File: config.mk
export PLATFORM = sky130hd
export DESIGN_NAME = pong_game_sequencer
export DESIGN_NICKNAME = d
export VERILOG_FILES = /design/src/rtl/pong_pkg.sv /design/src/rtl/frame_countdown.sv /design/src/rtl/pong_game_sequencer.sv
export SDC_FILE = /design/constraint.sdc
export NUM_CORES = 1
export LEC_CHECK = 0
export ABC_AREA = 0
export BUFFER_PORTS_ARGS = -buffer_cell sky130_fd_sc_hd__buf_2
export CORE_UTILIZATION = 36
export DETAILED_ROUTE_END_ITERATION = 6
export GPL_ROUTABILITY_DRIVEN = 1
export GPL_TIMING_DRIVEN = 0
export REMOVE_ABC_BUFFERS = 1
export SLEW_MARGIN = 10
export SYNTH_ARGS = -nofsm -noshare
export SYNTH_HDL_FRONTEND = slang
export SYNTH_SLANG_ARGS = --single-unit
File: constraint.sdc
create_clock -name i_clk -period 3 [get_ports i_clk]
set_input_delay 0 -clock i_clk [delete_from_list [all_inputs] [get_ports i_clk]]
set_output_delay 0 -clock i_clk [all_outputs]
set_load 0.05 [all_outputs]
File: src/rtl/pong_pkg.sv
// Shared types and defaults for the Pong game sequencer.
package pong_pkg;

    typedef enum logic [2:0] {
        ST_IDLE  = 3'd0,
        ST_SERVE = 3'd1,
        ST_PLAY  = 3'd2,
        ST_POINT = 3'd3,
        ST_OVER  = 3'd4
    } pong_state_t;

    localparam int unsigned WIN_SCORE_DEF    = 7;
    localparam int unsigned SERVE_FRAMES_DEF = 60;
    localparam int unsigned POINT_FRAMES_DEF = 90;
    localparam int unsigned OVER_FRAMES_DEF  = 300;

    // Frame counter width: enough to hold the largest (frames-1) load value, never zero.
    function automatic int unsigned cnt_width(input int unsigned a, input int unsigned b,
                                              input int unsigned c);
        int unsigned m;
        m = a;
        if (b > m) m = b;
        if (c > m) m = c;
        return (m > 1) ? $clog2(m) : 1;
    endfunction

endpackage

File: src/rtl/frame_countdown.sv
// Counts new-frame strobes down from a loaded value; flags the strobe that arrives at zero.
module frame_countdown #(
    parameter int unsigned CNT_W = 1
) (
    input  logic             clk_i,
    input  logic             rst_ni,
    input  logic             load_i,
    input  logic [CNT_W-1:0] load_val_i,
    input  logic             nf_i,
    output logic             done_c_o
);

    logic [CNT_W-1:0] cnt_q, cnt_d;

    // A load wins over a same-cycle strobe, so the entry-cycle strobe is never counted.
    always_comb begin
        cnt_d = cnt_q;
        if (load_i) begin
            cnt_d = load_val_i;
        end else if (nf_i && (cnt_q != '0)) begin
            cnt_d = cnt_q - CNT_W'(1);
        end
    end

    always_ff @(posedge clk_i or negedge rst_ni) begin
        if (!rst_ni) begin
            cnt_q <= '0;
        end else begin
            cnt_q <= cnt_d;
        end
    end

    assign done_c_o = nf_i && (cnt_q == '0);

endmodule

File: src/rtl/pong_game_sequencer.sv
// Frame-driven Pong game controller: phase sequencing, scoring, physics enable and puck re-centre.
module pong_game_sequencer
    import pong_pkg::*;
#(
    parameter int unsigned WIN_SCORE    = WIN_SCORE_DEF,
    parameter int unsigned SERVE_FRAMES = SERVE_FRAMES_DEF,
    parameter int unsigned POINT_FRAMES = POINT_FRAMES_DEF,
    parameter int unsigned OVER_FRAMES  = OVER_FRAMES_DEF,
    localparam int unsigned SCORE_W     = $clog2(WIN_SCORE + 1)
) (
    input  logic               i_clk,
    input  logic               i_rst_n,
    input  logic               i_nf,
    input  logic               i_start,
    input  logic               i_miss_l,
    input  logic               i_miss_r,
    output logic [2:0]         o_state,
    output logic               o_run,
    output logic               o_puck_reset,
    output logic               o_serve_dir,
    output logic [SCORE_W-1:0] o_score_l,
    output logic [SCORE_W-1:0] o_score_r,
    output logic               o_winner_valid,
    output logic               o_winner
);

    localparam int unsigned CNT_W = cnt_width(SERVE_FRAMES, POINT_FRAMES, OVER_FRAMES);

    localparam logic [CNT_W-1:0]   SERVE_LOAD = CNT_W'(SERVE_FRAMES - 1);
    localparam logic [CNT_W-1:0]   POINT_LOAD = CNT_W'(POINT_FRAMES - 1);
    localparam logic [CNT_W-1:0]   OVER_LOAD  = CNT_W'(OVER_FRAMES - 1);
    localparam logic [SCORE_W-1:0] WIN_VAL    = SCORE_W'(WIN_SCORE);

    pong_state_t        state_q, state_d;
    logic [SCORE_W-1:0] score_l_q, score_l_d;
    logic [SCORE_W-1:0] score_r_q, score_r_d;
    logic               serve_dir_q, serve_dir_d;
    logic               winner_q, winner_d;
    logic               puck_reset_q, puck_reset_d;
    logic               run_q, run_d;
    logic               winner_valid_q, winner_valid_d;
    logic               start_q;

    logic               start_edge;
    logic               cnt_load;
    logic [CNT_W-1:0]   cnt_load_val;
    logic               cnt_done;
    logic [SCORE_W-1:0] score_l_inc, score_r_inc;

    // start_q resets high so a button held through reset release is not a start.
    assign start_edge  = i_start & ~start_q;
    assign score_l_inc = (score_l_q >= WIN_VAL) ? score_l_q : score_l_q + SCORE_W'(1);
    assign score_r_inc = (score_r_q >= WIN_VAL) ? score_r_q : score_r_q + SCORE_W'(1);

    frame_countdown #(
        .CNT_W (CNT_W)
    ) u_frame_countdown (
        .clk_i      (i_clk),
        .rst_ni     (i_rst_n),
        .load_i     (cnt_load),
        .load_val_i (cnt_load_val),
        .nf_i       (i_nf),
        .done_c_o   (cnt_done)
    );

    always_comb begin
        state_d      = state_q;
        score_l_d    = score_l_q;
        score_r_d    = score_r_q;
        serve_dir_d  = serve_dir_q;
        winner_d     = winner_q;
        puck_reset_d = 1'b0;
        cnt_load     = 1'b0;
        cnt_load_val = '0;

        unique case (state_q)
            ST_IDLE: begin
                if (start_edge) begin
                    score_l_d    = '0;
                    score_r_d    = '0;
                    serve_dir_d  = 1'b1;
                    puck_reset_d = 1'b1;
                    cnt_load     = 1'b1;
                    cnt_load_val = SERVE_LOAD;
                    state_d      = ST_SERVE;
                end
            end
            ST_SERVE: begin
                if (cnt_done) state_d = ST_PLAY;
            end
            ST_PLAY: begin
                if (i_miss_l && i_miss_r) begin
                    cnt_load     = 1'b1;
                    cnt_load_val = POINT_LOAD;
                    state_d      = ST_POINT;
                end else if (i_miss_l) begin
                    score_r_d   = score_r_inc;
                    serve_dir_d = 1'b0;
                    cnt_load    = 1'b1;
                    if (score_r_inc == WIN_VAL) begin
                        winner_d     = 1'b1;
                        cnt_load_val = OVER_LOAD;
                        state_d      = ST_OVER;
                    end else begin
                        cnt_load_val = POINT_LOAD;
                        state_d      = ST_POINT;
                    end
                end else if (i_miss_r) begin
                    score_l_d   = score_l_inc;
                    serve_dir_d = 1'b1;
                    cnt_load    = 1'b1;
                    if (score_l_inc == WIN_VAL) begin
                        winner_d     = 1'b0;
                        cnt_load_val = OVER_LOAD;
                        state_d      = ST_OVER;
                    end else begin
                        cnt_load_val = POINT_LOAD;
                        state_d      = ST_POINT;
                    end
                end
            end
            ST_POINT: begin
                if (cnt_done) begin
                    puck_reset_d = 1'b1;
                    cnt_load     = 1'b1;
                    cnt_load_val = SERVE_LOAD;
                    state_d      = ST_SERVE;
                end
            end
            ST_OVER: begin
                // A new game takes priority over the display timeout.
                if (start_edge) begin
                    score_l_d    = '0;
                    score_r_d    = '0;
                    serve_dir_d  = 1'b1;
                    puck_reset_d = 1'b1;
                    cnt_load     = 1'b1;
                    cnt_load_val = SERVE_LOAD;
                    state_d      = ST_SERVE;
                end else if (cnt_done) begin
                    state_d = ST_IDLE;
                end
            end
            default: state_d = ST_IDLE;
        endcase

        run_d          = (state_d == ST_PLAY);
        winner_valid_d = (state_d == ST_OVER);
    end

    always_ff @(posedge i_clk or negedge i_rst_n) begin
        if (!i_rst_n) begin
            state_q        <= ST_IDLE;
            score_l_q      <= '0;
            score_r_q      <= '0;
            serve_dir_q    <= 1'b1;
            winner_q       <= 1'b0;
            puck_reset_q   <= 1'b0;
            run_q          <= 1'b0;
            winner_valid_q <= 1'b0;
            start_q        <= 1'b1;
        end else begin
            state_q        <= state_d;
            score_l_q      <= score_l_d;
            score_r_q      <= score_r_d;
            serve_dir_q    <= serve_dir_d;
            winner_q       <= winner_d;
            puck_reset_q   <= puck_reset_d;
            run_q          <= run_d;
            winner_valid_q <= winner_valid_d;
            start_q        <= i_start;
        end
    end

    assign o_state        = state_q;
    assign o_run          = run_q;
    assign o_puck_reset   = puck_reset_q;
    assign o_serve_dir    = serve_dir_q;
    assign o_score_l      = score_l_q;
    assign o_score_r      = score_r_q;
    assign o_winner_valid = winner_valid_q;
    assign o_winner       = winner_q;

endmodule

==> results.py, run 1 <==
metrics = {
    "clocking": {
        "cts_resized": 0,
        "cts_sinks": 24,
        "clock_latency_ns": 0.27,
        "clock_path_buffers": 2,
        "cts_tree": "yes",
        "cts-root-buf": "clkbuf_8",
        "clkTransAtPathRegs_ns": 0.09,
        "htree_levels": 1,
        "cts_setup_buffers": 0,
        "numCtsBuffers": 3,
    },
    "place": {
        "place.gp.congestion": 0.804,
        "dpl.hpwl_um": 2370,
        "portBuffers": 19,
        "placedCellCount": 205,
    },
    "synthesis": {
        "async_flop_share_pct": 100,
        "avgSynthCellArea_um2": 10.2,
        "yosys.area_share.simple_pct": 22.3,
        "synthTopCellsByArea": "dfrtp_1, ha_1, nor2_1",
        "netlist_area_um2": 1470,
        "synth-edff-count": 0,
        "synth-xor-area-share_pct": 4.16,
        "synth.distinct_cells": 50,
        "ys.warnings.count": 0,
        "yosys_register_bits": 24,
        "synthCells": 145,
        "synth_ff_type": "dfrtp_1",
        "synthMuxAreaShare_pct": 4.08,
        "synth_top_family_by_area": "simple AND/OR/NAND/NOR gates",
        "synth_fa_ha_area_share_pct": 5.10,
        "synth_top_area_share_pct": 37.4,
        "seq_area_frac_synth_pct": 41.0,
        "synth_compound_area_share_pct": 19.4,
        "yosysTopAreaCell": "dfrtp_1",
    },
    "global_route": {
        "overflow": 0,
        "grt_pass1_vias": 1194,
        "antenna_found_initial": 0,
        "grt_pass1_wl_um": 5640,
        "grt_max_degree": 25,
        "grt_use_total_pct": 17.1,
    },
    "setup_path": {
        "worstPathCellList": "ha_1 > ha_1 > nor4bb_1 > o21bai_1 > a22oi_1 > o221ai_1",
        "max_stage_delay_ns": 0.47,
        "r2r_end": "o_state[0]$_DFF_PN0_",
        "critPathMostFrequentCell": "ha_1",
        "reg2reg_slack_ns": 0.77,
        "slowest_stage": "dfrtp_1",
        "cp_max_fo": 9,
        "required_ns": 3.13,
        "arrival_ns": 2.36,
        "setup.worst_path.end_class": "flip-flop",
        "reg2reg_depth": 6,
        "cp-start-kind": "flip-flop",
        "r2r-start": "o_score_l[0]$_DFFE_PN0P_",
        "crit_type": "flip-flop to flip-flop",
    },
    "route": {
        "antenna_left": 0,
        "drt_iter0_markers": 30,
        "via_per_inst": 5.67,
        "dr.pass1.iters": 4,
        "drc": 0,
        "wirelength_um": 3270,
        "vias": 1196,
        "wl_per_cell_um": 15.5,
    },
    "cells_and_area": {
        "fillerInstances": 378,
        "utilization_pct": 44.1,
        "final_common_cell": "dfrtp_1",
        "area_delta_synth_final_pct": 13.7,
        "final_cell_mix": "dfrtp_1, buf_2, nor2_1, nand2_1",
        "n_antenna_cell": 0,
        "final_cells": 211,
        "final_nets": 176,
        "drive_above_1_share_pct": 20.9,
    },
    "floorplanning": {
        "dieArea_um2": 4350,
        "die-height_um": 66.0,
        "die_x_um": 66.0,
        "core-area_um2": 3800,
        "rows": 22,
        "pin_count": 20,
        "start_util_pct": 38.8,
    },
    "timing": {
        "setup_viol": 0,
        "slew_headroom_pct": 61.6,
        "tightest_slew_ns": 0.571,
        "tns_ns": 0,
        "skew_ns": 0.000949,
        "drv_slew": 0,
        "rsz0062_at_grt": "no",
        "fin_crit_ns": 2.23,
        "fin_crit_sh_pct": 74.3,
        "hold_viol_final": 0,
        "fmax_ghz": 0.449,
    },
    "run": {
        "drv.max_cap_violation_count": 0,
    },
    "power": {
        "power.leakage_nw": 0.799,
        "peakVddDrop_uv": 361,
        "power_density_nw_per_um2": 716,
    },
    "min_path": {
        "hp-class": "input port to flip-flop",
        "hold_depth": 2,
        "holdPathEnd": "o_winner$_DFFE_PN0P_",
        "hold_start": "i_miss_r",
    },
    "status": {
        "status": "finished clean",
    },
}
area by class of cell:
type                       instances  area (µm²)  area share [%]
inverter                           4        15.0           0.897
multi-input combinational        110         810            48.4
clock buffer                       3        41.3            2.47
timing repair buffer              21         115            6.88
sequential                        24         603            36.0
tap                               48        60.1            3.59
clock inverter                     1        30.0            1.79
worst max-delay path by stage:
| stage | from | endpoint | slack (ns) | cells past startpoint |
|---|---|---|---|---|
| 6_report | o_score_l[0]$_DFFE_PN0P_ | o_state[0]$_DFF_PN0_ | 0.77 | 6 |
| 5_1_grt | o_score_l[0]$_DFFE_PN0P_ | o_state[0]$_DFF_PN0_ | 0.59 | 6 |
| 4_1_cts | o_score_l[0]$_DFFE_PN0P_ | o_state[0]$_DFF_PN0_ | 0.77 | 6 |
| 3_5_place_dp | o_score_l[0]$_DFFE_PN0P_ | o_state[0]$_DFF_PN0_ | 0.78 | 6 |
| 3_3_place_gp | o_score_l[0]$_DFFE_PN0P_ | o_state[0]$_DFF_PN0_ | 0.76 | 6 |
| 2_1_floorplan | o_score_l[0]$_DFFE_PN0P_ | o_state[0]$_DFF_PN0_ | 0.83 | 6 |
sequential cells by signal (all words and copies together), names as in the netlist:
name,count
o_serve_dir,1
o_run,1
o_score_r,3
o_puck_reset,1
start_q,1
o_winner,1
o_state,3
u_frame_countdown.cnt_q,9
o_winner_valid,1
o_score_l,3
logic make-up after synthesis:
kind of cell	count (synthesis)
mux	6
flops	24
simple gates	54
buf+inv	11
compound gates	37
xor+xnor	7
fa+ha+maj	6
metal layers:
layer  GRT usage [%]  vias up  routed length, µm
met1            22.6      590               1550
li1                -      585                  -
met3            3.97        2                108
met2            29.0       19               1590
met4            2.13        0                 14
met5               0        -                  0
report_power, final:
part / switching [mW] / total, mW / internal, mW
clock: 0.109 / 0.287 / 0.178
sequential: 0.0974 / 0.490 / 0.393
combinational: 0.270 / 0.421 / 0.151
total: 0.476 / 1.20 / 0.722
critical path: cells and delay by family, from the launching register on:
kind,cells,cell delay (ns)
DFF,1,0.47
and+or+nand+nor,1,0.37
AOI/OAI and AO/OA,3,0.73
adders and majority gates,2,0.52
stage by stage:
step	area [µm²]	setup WS (ns)	hold slack [ns]	power [mW]
floorplan	1430	0.826	-0.296	0.801
global placement	1580	0.763	0.0171	0.895
CTS	1670	0.773	0.00708	1.21
finish	1670	0.772	0.0154	1.20
global route	1670	0.587	0.0180	1.28
detailed placement	1580	0.780	0.0131	0.915
cell usage after synthesis (3+ instances only):
library cell  number
inv_1              4
dfrtp_1           22
xor2_1             5
o2111ai_1          3
nand3_1            3
a22o_1             3
mux2i_1            6
o21ai_1            3
o211ai_1           3
buf_2              3
or3_1              3
ha_1               6
nor2_1            17
nand2_1            9
a21oi_1            4
nand2b_1           3
nor3_1             3
repair_timing:
item	4_1_cts	5_1_grt
endpoints found under the hold margin	23	0
endpoints found under the setup margin	0	0
hold buffers	2	0
(Power assumes the default switching activity.)
==> inputs of run 2 (changes only) <==
==> constraint.sdc (replaced) <==
create_clock -name i_clk -period 1.84 [get_ports i_clk]
set_input_delay 0 -clock i_clk [delete_from_list [all_inputs] [get_ports i_clk]]
set_output_delay 0 -clock i_clk [all_outputs]
set_load 0.05 [all_outputs]
==> run 2 against run 1 <==
  * Cell area grew 10%
  * First-iteration DRC count grew 77%
  * Clock-buffer cell count is the same
  * Setup slack lost 0.71 ns
  * Cell count grew 3.3%
  * Clock power grew 64%
  * Die area is the same
  * Non-clock buffer count grew 7
  * Via count grew 2.0%
  * Largest cell class unchanged
  * Highest routed layer unchanged
==> results.py, run 2 (same netlist as run 1, synthesis figures left out) <==
metrics = {
    "place": {
        "place.gp.congestion": 0.804,
        "dpl.hpwl_um": 2370,
        "place_ws_ns": -0.380,
        "portBuffers": 19,
    },
    "route": {
        "vias": 1220,
        "wl_per_cell_um": 15.8,
        "drt-met1-wl_um": 1580,
        "dr.pass1.iters": 4,
        "antenna_left": 0,
        "wirelength_um": 3440,
        "drc": 0,
        "via_per_inst": 5.60,
        "top_layer_used": "met4",
        "wl_met2_um": 1730,
        "dr_wl_met3_um": 108,
        "drt_iter0_markers": 53,
    },
    "cells_and_area": {
        "final_nets": 183,
        "drive_above_1_share_pct": 34.1,
        "fillerInstances": 367,
        "largest_register": "u_frame_countdown.cnt_q",
        "largest_register_ff_count": 9,
        "area_delta_synth_final_pct": 25.3,
        "final_cell_mix": "buf_2, dfrtp_1, nor2_1, nand2_1, buf_4",
        "n_antenna_cell": 0,
    },
    "setup_path": {
        "arrival_ns": 1.93,
        "reg2reg_slack_ns": 0.06,
        "slowest_stage": "dfrtp_2",
        "worstPathCellList": "or3b_4 > or3_1 > o21ai_2 > o211ai_1",
        "max_stage_delay_ns": 0.50,
        "cp_top_family": "simple AND/OR/NAND/NOR gates",
        "r2r_end": "u_frame_countdown.cnt_q[4]$_DFFE_PN0P_",
        "reg2reg_depth": 4,
        "crit_type": "flip-flop to flip-flop",
        "worst-path-buf-inv": 0,
        "required_ns": 1.99,
        "setup.worst_path.end_class": "flip-flop",
        "r2r-start": "o_state[0]$_DFF_PN0_",
        "cp_max_fo": 13,
        "cp-start-kind": "flip-flop",
    },
    "clocking": {
        "cts_sinks": 24,
        "clock_latency_ns": 0.27,
        "htree_levels": 1,
        "cts_tree": "yes",
        "clock_path_buffers": 2,
        "clkTransAtPathRegs_ns": 0.09,
        "cts-root-buf": "clkbuf_8",
        "numCtsBuffers": 3,
    },
    "timing": {
        "fmax_ghz": 0.563,
        "fin_crit_sh_pct": 96.5,
        "drv_slew": 0,
        "hold_viol_final": 0,
        "slew_headroom_pct": 60.2,
        "skew_ns": 0.00481,
        "rsz0062_at_grt": "yes",
        "setup_viol": 0,
        "setup_ws_ns": 0.0642,
        "tightest_slew_ns": 0.592,
        "fin_crit_ns": 1.78,
    },
    "floorplanning": {
        "die_x_um": 66.0,
        "core-area_um2": 3800,
        "pin_count": 20,
        "die-height_um": 66.0,
        "dieArea_um2": 4350,
        "rows": 22,
        "start_util_pct": 38.8,
    },
    "global_route": {
        "grt_pass1_wl_um": 5810,
        "grt_max_degree": 25,
        "grt_use_total_pct": 17.5,
        "antenna_found_initial": 0,
        "grt_pass1_vias": 1245,
        "overflow": 0,
    },
    "power": {
        "peakVddDrop_uv": 558,
        "clockPowerShare_pct": 22.4,
        "power.leakage_nw": 0.840,
        "power.total_mw": 2.11,
        "power_frac_seq_pct": 38.5,
        "combPwrFrac_pct": 39.2,
        "swShare_pct": 39.9,
        "power.internal_mw": 1.27,
        "power_density_nw_per_um2": 1140,
        "p_switching_uw": 840,
    },
    "run": {
        "drv.max_cap_violation_count": 0,
    },
    "min_path": {
        "hold_start": "i_miss_r",
        "holdPathEnd": "o_winner$_DFFE_PN0P_",
        "hold_depth": 2,
        "hp-class": "input port to flip-flop",
    },
    "status": {
        "status": "finished clean",
    },
}
run 2: per-layer routing:
metal / global-route usage (%) / vias up
li1: - / 598
met1: 22.7 / 601
met2: 30.5 / 19
met3: 3.97 / 2
met4: 2.13 / 0
met5: 0 / -
run 2: repair_timing:
item	4_1_cts	5_1_grt
pin swaps	4	3
hold buffers	2	0
hold endpoints to repair	23	0
resized for setup	9	15
setup endpoints to repair	11	15
buffers inserted	6	1
run 2: worst reg2reg max path, delay by kind of cell, from the launching register on:
family / cells / cell delay, ns
DFF: 1 / 0.50
AOI/OAI and AO/OA: 2 / 0.25
and+or+nand+nor: 2 / 0.90
run 2: stage by stage:
stage | TNS [ns] | utilization [%] | area [µm²] | cells | hold WS (ns)
2_1_floorplan | -2.39 | - | 1430 | 138 | -0.296
3_3_place_gp | -2.32 | 41.7 | 1580 | 205 | 0.0171
3_5_place_dp | -2.26 | 41.7 | 1580 | 205 | 0.0131
4_1_cts | -0.00496 | 46.1 | 1750 | 217 | 0.0154
5_1_grt | -0.000413 | 48.6 | 1850 | 218 | 0.0269
6_report | 0 | 48.6 | 1850 | 218 | 0.0190
run 2: area by class of cell:
type	instances	area [µm²]	area share, %
inverters	4	15.0	0.814
repair buffers	28	168	9.08
multi-input cells	110	925	50.1
well taps	48	60.1	3.25
clock buffers	3	41.3	2.24
flip-flops and latches	24	607	32.9
clock inverters	1	30.0	1.63
run 2: power by group through the flow:
| stage | sequential (mW) | clock [mW] | combinational (mW) |
|---|---|---|---|
| 6_report | 0.810 | 0.471 | 0.826 |
| 3_3_place_gp | 0.803 | 0 | 0.656 |
| 2_1_floorplan | 0.878 | 0 | 0.428 |
| 5_1_grt | 0.837 | 0.499 | 0.912 |
| 4_1_cts | 0.799 | 0.474 | 0.731 |
| 3_5_place_dp | 0.815 | 0 | 0.677 |
run 2: how the worst max path moves through the flow:
stage | slack, ns | cells past startpoint | endpoint | startpoint
6_report | 0.06 | 4 | u_frame_countdown.cnt_q[4]$_DFFE_PN0P_ | o_state[0]$_DFF_PN0_
5_1_grt | -0.0004 | 4 | u_frame_countdown.cnt_q[4]$_DFFE_PN0P_ | o_state[0]$_DFF_PN0_
4_1_cts | -0.005 | 6 | u_frame_countdown.cnt_q[4]$_DFFE_PN0P_ | u_frame_countdown.cnt_q[0]$_DFFE_PN0P_
3_5_place_dp | -0.38 | 6 | o_state[0]$_DFF_PN0_ | o_score_l[0]$_DFFE_PN0P_
3_3_place_gp | -0.40 | 6 | o_state[0]$_DFF_PN0_ | o_score_l[0]$_DFFE_PN0P_
2_1_floorplan | -0.33 | 6 | o_state[0]$_DFF_PN0_ | o_score_l[0]$_DFFE_PN0P_
==> inputs of run 3 (changes only) <==
--- a/config.mk
+++ b/config.mk
@@ -7,10 +7,12 @@
 export LEC_CHECK = 0
 export ABC_AREA = 0
 export BUFFER_PORTS_ARGS = -buffer_cell sky130_fd_sc_hd__buf_2
-export CORE_UTILIZATION = 36
+export CORE_UTILIZATION = 45
 export DETAILED_ROUTE_END_ITERATION = 6
 export GPL_ROUTABILITY_DRIVEN = 1
 export GPL_TIMING_DRIVEN = 0
+export PLACE_DENSITY = 0.67
+export RECOVER_POWER = 100
 export REMOVE_ABC_BUFFERS = 1
 export SLEW_MARGIN = 10
 export SYNTH_ARGS = -nofsm -noshare
==> run 3 against run 2 <==
  * Clock-buffer cell count grew 1
  * Global-route usage grew 2.9 points
  * Clock power shrank 41%
  * Non-clock buffer count grew 2
  * Via count grew 0.90%
  * First-iteration DRC count grew 1.9%
  * Critical path type unchanged
  * Largest cell class unchanged
  * Largest power group unchanged
==> results.py, run 3 (same netlist as run 1, synthesis figures left out) <==
metrics = {
    "place": {
        "placed_area_um2": 1580,
        "portBuffers": 19,
        "placedCellCount": 201,
        "dpl.hpwl_um": 2260,
        "place.gp.congestion": 0.784,
        "place_ws_ns": -0.369,
    },
    "cells_and_area": {
        "seqCellArea_um2": 607,
        "largest_register": "u_frame_countdown.cnt_q",
        "final_nets": 185,
        "fillerInstances": 310,
        "final_cell_mix": "dfrtp_1, nor2_1, clkbuf_1, nand2_1, buf_4",
        "drive_above_1_share_pct": 25.0,
        "final_common_cell": "dfrtp_1",
        "postLayoutCellArea_um2": 1780,
        "n_antenna_cell": 0,
        "multi_input_area_um2": 902,
        "final_cells": 216,
        "utilization_pct": 58.0,
        "area_delta_synth_final_pct": 21.2,
        "largest_register_ff_count": 9,
    },
    "global_route": {
        "antenna_found_initial": 0,
        "overflow": 0,
        "grt_max_degree": 25,
        "grt_pass1_wl_um": 5350,
        "grt_use_total_pct": 20.5,
        "grt_pass1_vias": 1177,
    },
    "route": {
        "drc": 0,
        "wirelength_um": 3270,
        "wl_per_cell_um": 15.2,
        "via_per_inst": 5.70,
        "dr.pass1.iters": 4,
        "antenna_left": 0,
        "drt_iter0_markers": 54,
        "vias": 1231,
    },
    "timing": {
        "tns_ns": 0,
        "tightest_slew_ns": 1.31,
        "slew_headroom_pct": 12.4,
        "rsz0062_at_grt": "no",
        "hold_viol_final": 0,
        "fmax_ghz": 0.569,
        "fin_crit_sh_pct": 95.5,
        "drv_slew": 0,
        "setup_ws_ns": 0.0826,
        "fin_crit_ns": 1.76,
        "hold_ws_ns": 0.0372,
        "skew_ns": 0.0145,
        "setup_viol": 0,
    },
    "setup_path": {
        "setup.worst_path.end_class": "flip-flop",
        "required_ns": 2.05,
        "worstPathCellList": "or3b_4 > or3_1 > o21ai_2 > o211ai_1",
        "cp-start-kind": "flip-flop",
        "crit_type": "flip-flop to flip-flop",
        "slowest_stage": "dfrtp_2",
        "cp_max_fo": 13,
        "max_stage_delay_ns": 0.51,
        "arrival_ns": 1.97,
        "reg2reg_slack_ns": 0.08,
    },
    "power": {
        "combPwrFrac_pct": 42.9,
        "power_density_nw_per_um2": 1070,
        "power.internal_mw": 1.11,
        "power_frac_seq_pct": 42.5,
        "p_switching_uw": 802,
        "power.leakage_nw": 0.767,
        "power.total_mw": 1.91,
        "peakVddDrop_uv": 396,
        "swShare_pct": 42.0,
        "clockPowerShare_pct": 14.7,
    },
    "clocking": {
        "htree_levels": 1,
        "clock_latency_ns": 0.32,
        "cts-root-buf": "clkbuf_4",
        "cts_tree": "yes",
        "numCtsBuffers": 3,
        "clock_path_buffers": 2,
        "clkTransAtPathRegs_ns": 0.14,
        "cts_sinks": 24,
    },
    "status": {
        "status": "finished clean",
    },
    "floorplanning": {
        "pin_count": 20,
        "die_x_um": 59.2,
        "start_util_pct": 47.8,
        "die-height_um": 59.2,
        "dieArea_um2": 3510,
        "core-area_um2": 3080,
        "rows": 20,
    },
    "run": {
        "drv.max_cap_violation_count": 0,
    },
    "min_path": {
        "hp-class": "input port to flip-flop",
    },
}
-- run 3: path summary, 6_finish.rpt --
| kind | cells past startpoint | end | from |
|---|---|---|---|
| setup / recovery | 4 | u_frame_countdown.cnt_q[4]$_DFFE_PN0P_ | o_state[0]$_DFF_PN0_ |
| hold / removal | 3 | u_frame_countdown.cnt_q[4]$_DFFE_PN0P_ | i_nf |
| setup reg to reg | 4 | u_frame_countdown.cnt_q[4]$_DFFE_PN0P_ | o_state[0]$_DFF_PN0_ |
| hold reg to reg | 2 | o_serve_dir$_DFFE_PN1P_ | o_serve_dir$_DFFE_PN1P_ |
| max in group asynchronous | 2 | o_state[1]$_DFF_PN0_ | i_rst_n |
| min in group asynchronous | 2 | o_score_l[0]$_DFFE_PN0P_ | i_rst_n |
-- run 3: critical path, delay by kind of cell (launching register included) --
family             cells  cell delay, ns
DFF                    1            0.51
and+or+nand+nor        2            0.89
AOI/OAI and AO/OA      2            0.26
-- run 3: power by group through the flow --
stage,clock [mW],combinational [mW],sequential [mW]
after floorplan,0,0.428,0.878
after global placement,0,0.649,0.803
after detailed placement,0,0.672,0.817
after CTS,0.289,0.738,0.801
after global routing,0.306,0.889,0.832
final,0.280,0.817,0.810
-- run 3: cell type report --
class                      count  area share, %
sequential                    24           34.0
tap                           44           3.09
timing repair buffer          30           9.47
inverter                       4          0.842
clock buffer                   4           2.03
multi-input combinational    110           50.6
-- run 3: per-layer routing --
layer / routed length [µm] / global-route usage [%] / up-vias
met5: 0 / 0 / -
li1: - / - / 599
met4: 30 / 7.14 / 0
met1: 1490 / 26.2 / 605
met2: 1690 / 35.8 / 23
met3: 68 / 1.97 / 4
-- run 3: timing repair --
item	CTS	global route
pin swaps	3	3
resized for setup	11	12
setup buffers	5	3
hold buffers	3	0
endpoints found under the setup margin	11	15
hold endpoints to repair	24	0
